$ cat src/rtl/score_display_ctrl.sv
// Score display controller: serial double-dabble conversion of the live or best
// score, hi-score tracking, and a multiplexed 3-digit seven-segment driver.
module score_display_ctrl #(
    parameter int unsigned SCAN_DIV  = 1000,
    parameter int unsigned BLINK_DIV = 64
) (
    input  logic       clk,
    input  logic       rst,
    input  logic [7:0] score,
    input  logic       game_end,
    output logic [6:0] seg,
    output logic [2:0] an,
    output logic [7:0] hi_score,
    output logic       new_record,
    output logic       busy
);

    typedef enum logic {IDLE, CONV} state_t;

    localparam logic [6:0]  SEG_BLANK  = 7'b1111111;
    localparam logic [15:0] SCAN_LAST  = 16'(SCAN_DIV - 1);
    localparam logic [7:0]  BLINK_LAST = 8'(BLINK_DIV - 1);

    state_t      state, state_nxt;
    logic [7:0]  conv_src, conv_src_nxt;
    logic [19:0] shift_reg, shift_nxt;
    logic [3:0]  bit_cnt, bit_cnt_nxt;
    logic [11:0] disp_bcd, disp_bcd_nxt;
    logic        prev_end;
    logic [15:0] scan_cnt;
    logic [1:0]  digit_idx;
    logic [7:0]  blink_cnt;
    logic        blink_phase;
    logic        scan_wrap;
    logic [7:0]  src;
    logic [19:0] dabble;
    logic [3:0]  digit;
    logic        blank;
    logic [6:0]  seg_nxt;
    logic [2:0]  an_nxt;

    function automatic logic [6:0] seg_encode(input logic [3:0] d);
        case (d)
            4'd0:    seg_encode = 7'b1000000;
            4'd1:    seg_encode = 7'b1111001;
            4'd2:    seg_encode = 7'b0100100;
            4'd3:    seg_encode = 7'b0110000;
            4'd4:    seg_encode = 7'b0011001;
            4'd5:    seg_encode = 7'b0010010;
            4'd6:    seg_encode = 7'b0000010;
            4'd7:    seg_encode = 7'b1111000;
            4'd8:    seg_encode = 7'b0000000;
            4'd9:    seg_encode = 7'b0010000;
            default: seg_encode = SEG_BLANK;
        endcase
    endfunction

    assign src  = game_end ? score : hi_score;
    assign busy = (state == CONV);

    // Shift register layout: [19:8] BCD hundreds/tens/ones, [7:0] binary bits still to shift in.
    always_comb begin
        dabble = shift_reg;
        for (int n = 0; n < 3; n++) begin
            if (dabble[8+4*n +: 4] >= 4'd5)
                dabble[8+4*n +: 4] = dabble[8+4*n +: 4] + 4'd3;
        end
    end

    always_comb begin
        // NOTE: every output of this block is defaulted first so no path can infer a latch.
        state_nxt    = state;
        conv_src_nxt = conv_src;
        shift_nxt    = shift_reg;
        bit_cnt_nxt  = bit_cnt;
        disp_bcd_nxt = disp_bcd;
        case (state)
            IDLE: begin
                if (src != conv_src) begin
                    conv_src_nxt = src;
                    shift_nxt    = {12'd0, src};
                    bit_cnt_nxt  = 4'd0;
                    state_nxt    = CONV;
                end
            end
            CONV: begin
                shift_nxt   = {dabble[18:0], 1'b0};
                bit_cnt_nxt = bit_cnt + 4'd1;
                if (bit_cnt == 4'd7) begin
                    disp_bcd_nxt = dabble[18:7];
                    state_nxt    = IDLE;
                end
            end
            default: state_nxt = IDLE;
        endcase
    end

    // NOTE: reset is synchronous here, so it lives inside the clocked branch rather than the sensitivity list.
    always_ff @(posedge clk) begin
        if (rst) begin
            state     <= IDLE;
            conv_src  <= '0;
            shift_reg <= '0;
            bit_cnt   <= '0;
            disp_bcd  <= '0;
        end else begin
            state     <= state_nxt;
            conv_src  <= conv_src_nxt;
            shift_reg <= shift_nxt;
            bit_cnt   <= bit_cnt_nxt;
            disp_bcd  <= disp_bcd_nxt;
        end
    end

    // A record needs a strictly higher score on the rising edge of game_end.
    always_ff @(posedge clk) begin
        if (rst) begin
            hi_score   <= '0;
            new_record <= 1'b0;
            prev_end   <= 1'b0;
        end else begin
            prev_end <= game_end;
            if (game_end && !prev_end && (score > hi_score)) begin
                hi_score   <= score;
                new_record <= 1'b1;
            end else if (!game_end && prev_end) begin
                new_record <= 1'b0;
            end
        end
    end

    assign scan_wrap = (scan_cnt == SCAN_LAST);

    always_ff @(posedge clk) begin
        if (rst) begin
            scan_cnt    <= '0;
            digit_idx   <= '0;
            blink_cnt   <= '0;
            blink_phase <= 1'b0;
        end else begin
            scan_cnt <= scan_wrap ? 16'd0 : scan_cnt + 16'd1;
            if (scan_wrap) begin
                digit_idx <= (digit_idx == 2'd2) ? 2'd0 : digit_idx + 2'd1;
                if (blink_cnt == BLINK_LAST) begin
                    blink_cnt   <= '0;
                    blink_phase <= ~blink_phase;
                end else begin
                    blink_cnt <= blink_cnt + 8'd1;
                end
            end
        end
    end

    // Leading zeros are blanked; the ones digit is always lit.
    always_comb begin
        digit  = disp_bcd[3:0];
        blank  = 1'b0;
        an_nxt = 3'b111;
        case (digit_idx)
            2'd0: begin
                digit  = disp_bcd[3:0];
                an_nxt = 3'b110;
            end
            2'd1: begin
                digit  = disp_bcd[7:4];
                blank  = (disp_bcd[11:4] == 8'd0);
                an_nxt = 3'b101;
            end
            2'd2: begin
                digit  = disp_bcd[11:8];
                blank  = (disp_bcd[11:8] == 4'd0);
                an_nxt = 3'b011;
            end
            default: blank = 1'b1;
        endcase
        if (new_record && blink_phase)
            an_nxt = 3'b111;
        seg_nxt = blank ? SEG_BLANK : seg_encode(digit);
    end

    always_ff @(posedge clk) begin
        if (rst) begin
            seg <= SEG_BLANK;
            an  <= 3'b111;
        end else begin
            seg <= seg_nxt;
            an  <= an_nxt;
        end
    end

endmodule

$ cat config.mk
export PLATFORM = sky130hd
export DESIGN_NAME = score_display_ctrl
export DESIGN_NICKNAME = d
export VERILOG_FILES = /design/src/rtl/score_display_ctrl.sv
export SDC_FILE = /design/constraint.sdc
export NUM_CORES = 1
export LEC_CHECK = 0
export ABC_AREA = 1
export CELL_PAD_IN_SITES_DETAIL_PLACEMENT = 0
export CELL_PAD_IN_SITES_GLOBAL_PLACEMENT = 2
export CORE_ASPECT_RATIO = 1.1
export CORE_MARGIN = 2
export CORE_UTILIZATION = 25
export DETAILED_ROUTE_END_ITERATION = 16
export PLACE_DENSITY_LB_ADDON = 0.3
export SLEW_MARGIN = 20
export SYNTH_ARGS = -nofsm -noshare
export SYNTH_HDL_FRONTEND = slang
export SYNTH_SLANG_ARGS = --single-unit
$ cat constraint.sdc
create_clock -name clk -period 5.9 [get_ports clk]
set_input_delay 1.18 -clock clk [delete_from_list [all_inputs] [get_ports clk]]
set_output_delay 1.18 -clock clk [all_outputs]
set_load 0.01 [all_outputs]
# Word-level counts from Yosys, hierarchy flattened
# Memory sizes are Yosys's and may differ from the RTL's. A register that Yosys moved wholly into a read port is not among the register bits.
# Cells that the tools add are included.
# classes
n_addsub	7
mul	0
div_mod_pow	0
magnitude_cmp	4
eq_ne	7
shift	0
mux	18
bitwise_logic	2
reduce_logical	16
# ops
cell	count
20-bit case mux with 2 select lines	1
20-bit two-way mux	1
16-bit by 1-bit adder with 16-bit output, second input constant	1
16-bit by 10-bit equality test with 1-bit output, second input constant	1
8-bit two-way mux	2
4-bit case mux with 2 select lines	2
4-bit by 3-bit greater-or-equal comparator with 1-bit output, second input constant	3
4-bit two-way mux	3
3-bit case mux with 3 select lines	1
4-bit by 2-bit adder with 4-bit output, second input constant	2
8-bit by 1-bit adder with 8-bit output, second input constant	1
8-bit by 6-bit equality test with 1-bit output, second input constant	1
8-bit > comparator	1
8-bit logical NOT	1
8-bit != test	1
2-bit AND reduction	3
2-bit OR reduction	3
4-bit by 1-bit adder with 4-bit output, second input constant	1
4-bit by 3-bit equality test with 1-bit output, second input constant	1
1-bit logical AND	4
4-bit logical NOT	1
1-bit two-way mux	4
3-bit by 2-bit adder with 3-bit output, second input constant	1
3-bit two-way mux	1
11 further kinds	13
# word_totals
reg_bits	85
latch_bits	0
mem_bits_rw	0
romBits	112
inputBits	11
wordCells	68
mem_count	1
# mem_list
name	depth	width	read_ports	rd_ports_with_merged_regs	write_ports	line	source
(name not given)	16	7	1	1	0	43	case (d)

# Logic depth before layout (Yosys ltp)
# Gate-level depths: netlist of run 1.
# logic_depth
word_depth	4
mapped_depth	12

# Worst setup path after synthesis of run 1
# No wires, ideal clock.
# synth_path
path_type	in2reg
from	input score[3]
to	register hi_score[3]
setup_ns	0.134
arrival_time_ns	2.395
slack_ns	3.371
cell_stages	7
n_path_buf	0
cell_sequence	ha_1 > nand2_1 > o21a_1 > o21bai_1 > nand2_2 > nand2_1 > a21oi_1
# synth_between
elab_chain_len	2
# synth_rtl
element	line	source
from (decl)	9	input logic [7:0] score,
8-bit > comparator	123	if (game_end && !prev_end && (score > hi_score)) begin
1-bit logical AND	123	
to (signal assigned)	124	hi_score <= score;
to (decl)	13	output logic [7:0] hi_score,
# Parallel ways exist; a longest one is shown, timed or not.
# A chain may end at the register's enable or synchronous reset.

# Worst setup path after layout of run 1
# layout_path
from	input game_end
to	register shift_reg[1]
# layout_between
elab_chain_len	3
elab_cells_between_ends	5
# layout_rtl
element	line	source
from (decl)	10	input logic game_end,
8-bit two-way mux (*)	58	assign src = game_end ? score : hi_score;
8-bit != test / 20-bit two-way mux (equally long branches)	79	if (src != conv_src) begin
2-bit != test (no line) / 20-bit case mux with 2 select lines (equally long branches)	--	
to (signal assigned)	109	shift_reg <= shift_nxt;
to (decl)	26	logic [19:0] shift_reg, shift_nxt;
# Every way passes the cells marked *; elsewhere a longest branch is shown, timed or not. The select of a mux whose other input is x is not followed.

==> results of run 1 <==
==> cells in the final DEF (no fill, tap or decap), types with 3 or more instances in the layout <==
cell                              count
sky130_fd_sc_hd__xnor2_1              4
sky130_fd_sc_hd__inv_1               96
sky130_fd_sc_hd__nor2_1              28
sky130_fd_sc_hd__nand3_1             45
sky130_fd_sc_hd__nand3b_1             4
sky130_fd_sc_hd__o22ai_1             12
sky130_fd_sc_hd__or2_2                3
sky130_fd_sc_hd__a21oi_1             66
sky130_fd_sc_hd__inv_2                3
sky130_fd_sc_hd__a211oi_1             3
sky130_fd_sc_hd__ha_1                28
sky130_fd_sc_hd__nand2_4             15
sky130_fd_sc_hd__dfxtp_1             92
sky130_fd_sc_hd__nand4_1             31
sky130_fd_sc_hd__o21a_1               6
sky130_fd_sc_hd__clkdlybuf4s50_1     29
sky130_fd_sc_hd__xor2_1              13
sky130_fd_sc_hd__clkbuf_16            9
sky130_fd_sc_hd__nand2_2             18
sky130_fd_sc_hd__nor3_1              10
sky130_fd_sc_hd__nand2_1            132
sky130_fd_sc_hd__buf_4                3
sky130_fd_sc_hd__o21ai_0             26
==> cells by family (layout without fill, tap and decap cells) <==
logic type | after synthesis | after routing | synth area share
AO/OA/AOI/OAI | 119 | 119 | 0.130
buffers and inverters | 122 | 148 | 0.102
XOR/XNOR | 17 | 17 | 0.0298
adder cells (fa/ha/maj) | 28 | 28 | 0.0702
flip-flops | 92 | 92 | 0.369
AND/OR/NAND/NOR | 296 | 296 | 0.299
==> critical path, cell delays in order <==
cell	delay (ps)
sky130_fd_sc_hd__clkdlybuf4s50_1	960
sky130_fd_sc_hd__inv_2	290
sky130_fd_sc_hd__nand2_1	180
sky130_fd_sc_hd__nand3b_1	80
sky130_fd_sc_hd__nand2_1	80
sky130_fd_sc_hd__nand2_2	80
sky130_fd_sc_hd__nor2_4	430
sky130_fd_sc_hd__nand3_2	320
sky130_fd_sc_hd__nand2_1	130
sky130_fd_sc_hd__a21oi_1	70
==> per-stage QoR <==
step,worst slack (ps),utilization,power [µW]
finish,2290,0.293,1400
global route,1980,0.293,1470
CTS,2250,0.293,1420
detailed placement,1860,0.278,820
global placement,1940,0.278,818
floorplan,3370,-,775
==> layout make-up <==
cell class / count / area, µm² / area share
multi-input combinational: 460 / 2640 / 0.456
sequential: 92 / 1840 / 0.318
inverter: 99 / 372 / 0.0642
timing repair buffer: 33 / 318 / 0.0549
tap: 252 / 315 / 0.0545
clock buffer: 11 / 243 / 0.0419
clock inverter: 5 / 58.8 / 0.0102
==> worst min-delay path by stage <==
stage          slack [ps]     endpoint  depth (start not counted)         from
3_5_place_dp          460  scan_cnt[0]                          1  scan_cnt[0]
4_1_cts               470  scan_cnt[0]                          1  scan_cnt[0]
5_1_grt               480  scan_cnt[0]                          1  scan_cnt[0]
6_report              470  scan_cnt[0]                          1  scan_cnt[0]
2_1_floorplan         420  scan_cnt[0]                          1  scan_cnt[0]
3_3_place_gp          430  scan_cnt[0]                          1  scan_cnt[0]
==> power groups by stage <==
stage	clock, µW	sequential [µW]	combinational [µW]
after floorplan	0	665	110
after CTS	619	652	154
final	595	652	151
after global routing	646	655	170
after global placement	0	666	152
after detailed placement	0	666	153
==> routing by layer <==
metal,track usage,part of all wire,vias up
met3,0.0189,0.028,12
met5,0,0,-
met2,0.189,0.48,68
met1,0.139,0.48,1982
met4,0.0505,0.018,0
li1,-,-,2240
==> impl_summary.txt, run 1 <==
----------------------------------------------------
[Outcome]
  Status ... finished, final reports clean

[CTS]
  Quantity of gates resized following cts ... 0
  Cts-stage hold buffer count ... 0
  Sinks on the clock net ... 92
  Clock tree from TritonCTS ... built
  Number of buffers between clock root and the deepest sink ... 2
  Root buffer cell ... sky130_fd_sc_hd__clkbuf_16
  Clock slew at the register clock pins of the worst setup and hold paths ... 70 ps
  Buffers inserted by post-CTS timing repair ... 0
  Clock latency of the later-clocked register in the worst-skew pair ... 350 ps
  Number of H-tree levels ... 3
  Clock buffers created by TritonCTS ... 9

[Route]
  Number of remaining DRC errors ... 0
  Vias per cell ... 4.52
  Count of nets left with antenna violations after detail routing ... 0
  Number of vias in the routed layout ... 4302
  Wirelength per Cell ... 11.9 µm
  Drt first-iter violations ... 195
  Number of detailed-routing iterations run before antenna repair ... 6
  Total length of routed wires ... 11300 µm

[Worst setup path]
  Arrival time worst endpoint ... 3810 ps
  Critical path launch point ... game_end
  Setup slack on the worst flop-to-flop path ... 3450 ps
  Reg2Reg Launch Point ... digit_idx[0]
  Crit-path max FO ... 23
  Endpoint of the lowest-slack register-to-register path ... seg[3]
  Depth of the worst register-to-register path ... 11
  Critical Path End Type ... flip-flop
  Critical path class ... in -> reg
  Critical path destination ... shift_reg[1]
  Type of element launching the critical path ... input port
  Data required time at the worst endpoint ... 6100 ps

[Timing]
  Final Skew ... 7.32 ps
  Slew HR ... 0.496
  Hold violation total from the final report ... 0
  Final setup TNS ... 0 ps
  Final critical path time including I/O delays and setup ... 3610 ps
  Transition at the pin with the smallest max-transition slack ... 753 ps
  Worst hold slack ... 465 ps
  Upper clock frequency limit ... 277 MHz
  Final setup vio count ... 0
  RSZ-0062 raised after global routing ... false
  Max-slew violations ... 0
  Final critical-path share of the clock period ... 0.612

[Power and ir drop]
  Sw frac ... 0.260
  Relative contribution of sequential cells to total power ... 0.467
  Leakage power ... 0.00227 µW
  Fraction of power consumed by the clock network ... 0.426
  Net switching power ... 363 µW
  Power per standard cell area ... 241 nW/µm²
  Max IR drop VDD ... 149 µV
  Internal power of the cells ... 1030 µW
  Combinational cell fraction of total power ... 0.108

[Synthesis]
  Count of flip-flops with a built-in enable after synthesis ... 0
  Top-count cell post-synth ... sky130_fd_sc_hd__nand2_1
  Async set-reset flop share out of synthesis ... 0
  Portion of synthesized cell area occupied by the leading cell type ... 0.369
  Cell count after synthesis ... 674
  Distinct cell type count of the synthesized netlist ... 37
  Number of synthesis warnings ... 0
  Most frequent cells after synthesis ... sky130_fd_sc_hd__nand2_1, sky130_fd_sc_hd__inv_1, sky130_fd_sc_hd__dfxtp_1, sky130_fd_sc_hd__a21oi_1, sky130_fd_sc_hd__nand3_1
  Sequential-to-total area share from yosys stat ... 0.369
  Syn nets ... 713
  Cell type with the largest total area after synthesis ... sky130_fd_sc_hd__dfxtp_1
  Top_reg_cell synth ... sky130_fd_sc_hd__dfxtp_1
  Area of the mapped netlist ... 4990 µm²
  Yosys reg bits ... 92
  Per-instance average area after synthesis ... 7.41 µm²
  Largest cells by area after synthesis ... sky130_fd_sc_hd__dfxtp_1, sky130_fd_sc_hd__nand2_1, sky130_fd_sc_hd__inv_1

[Floorplan]
  Number of placement rows ... 54
  Initial Utilization ... 0.253
  Horizontal die dimension ... 139 µm
  Total die area ... 21100 µm²
  Vertical die dimension ... 152 µm
  Core box area ... 19700 µm²
  Num ports ... 31

[Cells and area]
  Final layout net count ... 734
  Count of fill cells added during filler insertion ... 2128
  Final cell count without fillers ... 952
  Share of post-route cells with drive strength above 1 ... 0.0957
  Area added between synthesis and finish ... 16.0%
  Number of antenna repair diodes ... 0
  Layout Cell Area excl Fill ... 5790 µm²
  Max FFs per register ... 20

[Placement]
  Last weighted congestion value of the routability-driven placer ... 0.742
  Placed insts ... 936
  Placed instance area ... 5490 µm²
  Count of buffers from port buffering ... 30
  Dpl hpwl ... 8150 µm

[Flow run]
  MaxCap Viol Count ... 0

[GRT]
  Pin count of the biggest net entering global routing ... 55
  Via count of the first global-routing pass ... 4080
  Number of antenna violations at the first check in global routing ... 0
  Gr ovfl total ... 0
  Total GRT Usage ... 0.111
  Global-route wire length before repair ... 19300 µm

[Worst hold path]
  Worst min path class ... reg -> reg

----------------------------------------------------
(Power assumes the default switching activity.)
==> run 2, diff against run 1 <==
==> constraint.sdc (replaced) <==
create_clock -name clk -period 3.02 [get_ports clk]
set_input_delay 0.604 -clock clk [delete_from_list [all_inputs] [get_ports clk]]
set_output_delay 0.604 -clock clk [all_outputs]
set_load 0.01 [all_outputs]
==> impl_summary.txt, run 2 (synthesis gave the netlist of run 1 again) <==
----------------------------------------------------
[GRT]
  Global routing met1 resource utilization ... 0.144 (+0.00494)
  Pin count of the biggest net entering global routing ... 50 (-9.1%)
  Total GRT Usage ... 0.114 (+0.00262)
  Met2 GRT Util ... 0.192 (+0.00377)
  Layer with the highest usage after global routing ... met2
  Global-route wire length before repair ... 19800 µm (+2.2%)
  Via count of the first global-routing pass ... 4076 (-0.098%)
  Number of antenna violations at the first check in global routing ... 0 (unchanged)
  Gr ovfl total ... 0 (unchanged)
  Met3 usage in global routing ... 0.0182 (-0.000629)

[CTS]
  Clock buffers created by TritonCTS ... 9 (unchanged)
  Sinks on the clock net ... 92 (unchanged)
  Number of buffers between clock root and the deepest sink ... 2 (unchanged)
  Quantity of gates resized following cts ... 0 (unchanged)
  Clock tree from TritonCTS ... built
  Root buffer cell ... sky130_fd_sc_hd__clkbuf_16
  Clock slew at the register clock pins of the worst setup and hold paths ... 70 ps (about the same)
  Clock latency of the later-clocked register in the worst-skew pair ... 350 ps (about the same)
  Buffers inserted by post-CTS timing repair ... 0 (unchanged)
  Cts-stage hold buffer count ... 0 (unchanged)
  Number of H-tree levels ... 3 (unchanged)

[Cells and area]
  Area added between synthesis and finish ... 16.0% (about the same)
  Number of antenna repair diodes ... 0 (unchanged)
  Most common library cell in the layout ignoring fill and taps ... sky130_fd_sc_hd__nand2_1
  Final layout net count ... 740 (+0.82%)
  Top library cells by usage in the layout, fill and taps aside ... sky130_fd_sc_hd__nand2_1, sky130_fd_sc_hd__inv_1, sky130_fd_sc_hd__dfxtp_1
  Share of post-route cells with drive strength above 1 ... 0.102 (+0.00641)
  Max FFs per register ... 20 (unchanged)
  Count of fill cells added during filler insertion ... 2165 (+1.7%)

[Worst setup path]
  Maximum single-stage delay on the critical path ... 570 ps (-390 ps)
  Data required time at the worst endpoint ... 3260 ps (-2840 ps)
  Crit-path max FO ... 5 (-78%)
  Number of buffers and inverters on the critical path ... 2 (unchanged)
  Slowest stage cell on the critical path ... sky130_fd_sc_hd__o21ai_0
  Cell-by-cell listing of the critical path ... inv_1 -> ha_1 -> o21ai_0 -> inv_1 -> ha_1 -> or2_2 -> nand2_1 -> nand2_1
  Type of element launching the critical path ... flip-flop
  Category of cells accounting for the largest share of critical-path delay ... adder cells
  Arrival time worst endpoint ... 2720 ps (-1090 ps)
  Critical Path End Type ... flip-flop
  Critical path class ... reg -> reg

[Placement]
  Count of buffers from port buffering ... 30 (unchanged)
  Last weighted congestion value of the routability-driven placer ... 0.733 (-1.1%)
  Dpl hpwl ... 8420 µm (+3.3%)

[Timing]
  Upper clock frequency limit ... 403 MHz
  Final critical path time including I/O delays and setup ... 2480 ps
  Max-slew violations ... 0 (unchanged)
  RSZ-0062 raised after global routing ... false
  Worst hold slack ... 448 ps (-17.5 ps)
  Final setup vio count ... 0 (unchanged)
  Hold violation total from the final report ... 0 (unchanged)
  Transition at the pin with the smallest max-transition slack ... 680 ps (-72.8 ps)
  Final setup TNS ... 0 ps (unchanged)
  Final Skew ... 4.80 ps (-2.51 ps)
  Final critical-path share of the clock period ... 0.822
  Slew HR ... 0.542 (+0.0453)

[Route]
  Vias per cell ... 4.48 (-0.78%)
  Total length of routed wires ... 11700 µm (+3.3%)
  Number of detailed-routing iterations run before antenna repair ... 4 (-2)
  Number of vias in the routed layout ... 4291 (-0.26%)
  Drt first-iter violations ... 206 (+5.6%)
  Wirelength per Cell ... 12.2 µm (+2.7%)
  Count of nets left with antenna violations after detail routing ... 0 (unchanged)
  Number of remaining DRC errors ... 0 (unchanged)

[Floorplan]
  Vertical die dimension ... 152 µm (unchanged)
  Number of placement rows ... 54 (unchanged)
  Num ports ... 31 (unchanged)
  Total die area ... 21100 µm² (unchanged)
  Horizontal die dimension ... 139 µm (unchanged)
  Core box area ... 19700 µm² (unchanged)
  Initial Utilization ... 0.253 (unchanged)

[Power and ir drop]
  Final total power ... 2620 µW (+88%)
  Leakage power ... 0.00228 µW (+0.52%)
  Max IR drop VDD ... 261 µV (+75%)
  Power per standard cell area ... 453 nW/µm² (+88%)

[Outcome]
  Status ... finished, final reports clean

[Worst hold path]
  Worst min path class ... reg -> reg

[Flow run]
  MaxCap Viol Count ... 0 (unchanged)

----------------------------------------------------
## run 2: cell types whose count changed in the layout (fill, tap and decap cells not counted), sizes merged
cell    previous run  this run
buf                4        10
clkbuf            11        10
inv              100        99
clkinv             1         3
bufinv             1         0
## run 2: final cells by class
cell class | instances | area, µm² | share of cell area
clock inverter | 5 | 30.0 | 0.00518
timing repair buffer | 39 | 363 | 0.0626
multi-input combinational | 460 | 2640 | 0.456
sequential | 92 | 1840 | 0.318
tap | 252 | 315 | 0.0544
inverter | 99 | 372 | 0.0642
clock buffer | 10 | 229 | 0.0395
## run 2: report_power, final
part / internal (µW) / switching (µW)
Clock: 550 / 496
Combinational: 117 / 189
Sequential: 1250 / 27.5
Total: 1910 / 712
## run 2: path summary, 6_finish.rpt
path         cells after the start         start     endpoint  slack (ps)
min                              1   scan_cnt[0]  scan_cnt[0]         450
max                              8  digit_idx[0]       seg[3]         540
min reg2reg                      1   scan_cnt[0]  scan_cnt[0]         450
max reg2reg                      8  digit_idx[0]       seg[3]         540
## run 2: through the flow
stage	worst slack (ps)	utilization	instances	cell area, µm²
3_3_place_gp	371	0.280	942	5530
2_1_floorplan	856	-	674	4990
3_5_place_dp	337	0.280	942	5530
4_1_cts	529	0.294	957	5790
6_report	539	0.294	957	5790
5_1_grt	317	0.294	957	5790
## run 2: per-layer routing
| layer | part of all wire | routed length [µm] |
|---|---|---|
| met3 | 0.025 | 294 |
| met5 | 0 | 0 |
| met4 | 0.019 | 219 |
| met1 | 0.48 | 5660 |
| met2 | 0.47 | 5540 |
==> run 3, diff against run 2 <==
==> constraint.sdc (replaced) <==
create_clock -name clk -period 2.04 [get_ports clk]
set_input_delay 0.408 -clock clk [delete_from_list [all_inputs] [get_ports clk]]
set_output_delay 0.408 -clock clk [all_outputs]
set_load 0.01 [all_outputs]
==> impl_summary.txt, run 3 (synthesis gave the netlist of run 1 again) <==
----------------------------------------------------
[Worst setup path]
  Data required time at the worst endpoint ... 2270 ps (-990 ps)
  Slowest stage cell on the critical path ... sky130_fd_sc_hd__dfxtp_4
  Setup slack on the worst flop-to-flop path ... 100 ps (-430 ps)
  Worst path most repeated cell ... sky130_fd_sc_hd__ha_1
  Critical path destination ... seg[3]
  Critical Path End Type ... flip-flop
  Maximum single-stage delay on the critical path ... 350 ps (-220 ps)
  Endpoint of the lowest-slack register-to-register path ... seg[3]
  Logic depth of the worst path, buffers included ... 10 (+2)
  Critical path launch point ... digit_idx[0]
  Cell-by-cell listing of the critical path ... inv_2 -> ha_1 -> inv_1 -> o22ai_1 -> o21ai_0 -> buf_4 -> ha_1 -> or2_4 -> nand2_2 -> nand2_1
  Category of cells accounting for the largest share of critical-path delay ... adder cells
  Number of buffers and inverters on the critical path ... 3 (+1)
  Crit-path max FO ... 5 (unchanged)
  Arrival time worst endpoint ... 2170 ps (-550 ps)
  Type of element launching the critical path ... flip-flop
  Critical path class ... reg -> reg
  Reg2Reg Launch Point ... digit_idx[0]
  Depth of the worst register-to-register path ... 10 (+2)

[Power and ir drop]
  Power per standard cell area ... 690 nW/µm² (+52%)
  Leakage power ... 0.00247 µW (+8.5%)
  Max IR drop VDD ... 391 µV (+50%)

[Placement]
  Dpl hpwl ... 9370 µm (+11%)
  Post-placement setup slack ... -169 ps (-507 ps)
  Placed instance area ... 5770 µm² (+4.4%)
  Count of buffers from port buffering ... 30 (unchanged)
  Last weighted congestion value of the routability-driven placer ... 0.752 (+2.6%)

[Floorplan]
  Initial Utilization ... 0.253 (unchanged)
  Num ports ... 31 (unchanged)
  Number of placement rows ... 54 (unchanged)
  Core box area ... 19700 µm² (unchanged)
  Horizontal die dimension ... 139 µm (unchanged)
  Total die area ... 21100 µm² (unchanged)
  Vertical die dimension ... 152 µm (unchanged)

[Cells and area]
  Final layout net count ... 770 (+4.1%)
  Max FFs per register ... 20 (unchanged)
  Area added between synthesis and finish ... 22.8%
  Top library cells by usage in the layout, fill and taps aside ... sky130_fd_sc_hd__nand2_1, sky130_fd_sc_hd__inv_1, sky130_fd_sc_hd__dfxtp_1
  Number of antenna repair diodes ... 0 (unchanged)
  Most common library cell in the layout ignoring fill and taps ... sky130_fd_sc_hd__nand2_1
  Layout Cell Area excl Fill ... 6130 µm² (+5.8%)
  Share of post-route cells with drive strength above 1 ... 0.151 (+0.0487)
  Utilization of the core after routing ... 0.311 (+0.0171)

[Timing]
  Final Skew ... 10.1 ps (+5.34 ps)
  Hold violation total from the final report ... 0 (unchanged)
  Slew HR ... 0.673 (+0.132)
  Final critical path time including I/O delays and setup ... 1940 ps (-545 ps)
  Final setup vio count ... 0 (unchanged)
  Transition at the pin with the smallest max-transition slack ... 485 ps (-195 ps)
  Upper clock frequency limit ... 517 MHz (+28%)
  PnR worst setup slack ... 104 ps (-435 ps)
  Max-slew violations ... 0 (unchanged)
  Final critical-path share of the clock period ... 0.949 (+0.127)

[Route]
  Number of vias in the routed layout ... 4429 (+3.2%)
  Drt first-iter violations ... 201 (-2.4%)
  Vias per cell ... 4.48 (about the same)
  Wirelength per Cell ... 12.7 µm (+3.5%)
  Number of detailed-routing iterations run before antenna repair ... 4 (unchanged)
  Count of nets left with antenna violations after detail routing ... 0 (unchanged)
  Number of remaining DRC errors ... 0 (unchanged)
  Total length of routed wires ... 12500 µm (+6.8%)

[GRT]
  Global-route wire length before repair ... 21300 µm (+7.9%)
  Number of antenna violations at the first check in global routing ... 0 (unchanged)
  Gr ovfl total ... 0 (unchanged)
  Total GRT Usage ... 0.123 (+0.00936)
  Pin count of the biggest net entering global routing ... 37 (-26%)
  Via count of the first global-routing pass ... 4442 (+9.0%)

[Outcome]
  Status ... finished, final reports clean

[Worst hold path]
  Worst min path class ... in -> reg

[CTS]
  Clock buffers created by TritonCTS ... 9 (unchanged)
  Number of H-tree levels ... 3 (unchanged)
  Sinks on the clock net ... 92 (unchanged)
  Number of buffers between clock root and the deepest sink ... 2 (unchanged)
  Clock tree from TritonCTS ... built
  Clock slew at the register clock pins of the worst setup and hold paths ... 70 ps (about the same)
  Clock latency of the later-clocked register in the worst-skew pair ... 350 ps (about the same)
  Root buffer cell ... sky130_fd_sc_hd__clkbuf_16

[Flow run]
  MaxCap Viol Count ... 0 (unchanged)

----------------------------------------------------
==> run 3: changes by cell type in the layout (fill, tap and decap cells not counted), sizes merged <==
cell      change
inv           +3
bufinv        +2
clkinvlp      -2
clkinv        -1
buf          +30
clkbuf        -1
==> run 3: timing repair <==
action / in CTS / in global routing
resized for setup: 1 / 5
pin swaps: 0 / 0
endpoints found under the setup margin: 1 / 2
hold buffers: 0 / 0
buffers inserted: 0 / 3
==> run 3: how the worst min path moves through the flow <==
stage                   endpoint         from  cells past startpoint
CTS                  blink_phase          rst                      2
global placement     scan_cnt[0]  scan_cnt[0]                      1
floorplan            scan_cnt[0]  scan_cnt[0]                      1
finish               blink_phase          rst                      2
detailed placement   scan_cnt[0]  scan_cnt[0]                      1
global route        digit_idx[1]          rst                      2
==> run 3: stage by stage <==
stage,hold WS [ps],total power (µW),setup TNS (ps),instances
floorplan,418,2240,0,674
global placement,430,2450,-3260,969
detailed placement,459,2450,-4700,969
CTS,335,4310,0,985
global route,347,4440,-0.764,988
finish,341,4230,0,988
==> run 3: layout make-up <==
type	count	area, µm²
Multi-Input combinational cell	460	2660
Clock inverter	7	96.3
Fill cell	2157	13600
Sequential cell	92	1850
Timing Repair Buffer	69	613
Tap cell	252	315
Inverter	99	374
Clock buffer	9	225
==> run 3: where the power goes <==
group	switching, µW	total [µW]	internal [µW]	leakage [µW]
registers	41.0	1880	1840	0.000750
clock network	752	1830	1080	0.000161
logic	297	512	214	0.00156
total	1090	4230	3140	0.00247
==> run 3: routing by layer <==
layer  GRT usage  vias up  part of all wire
met5           0        -                 0
met4      0.0495        0             0.022
met1       0.142     2032              0.44
li1            -     2318                 -
met2       0.223       58              0.50
met3      0.0248       21             0.029
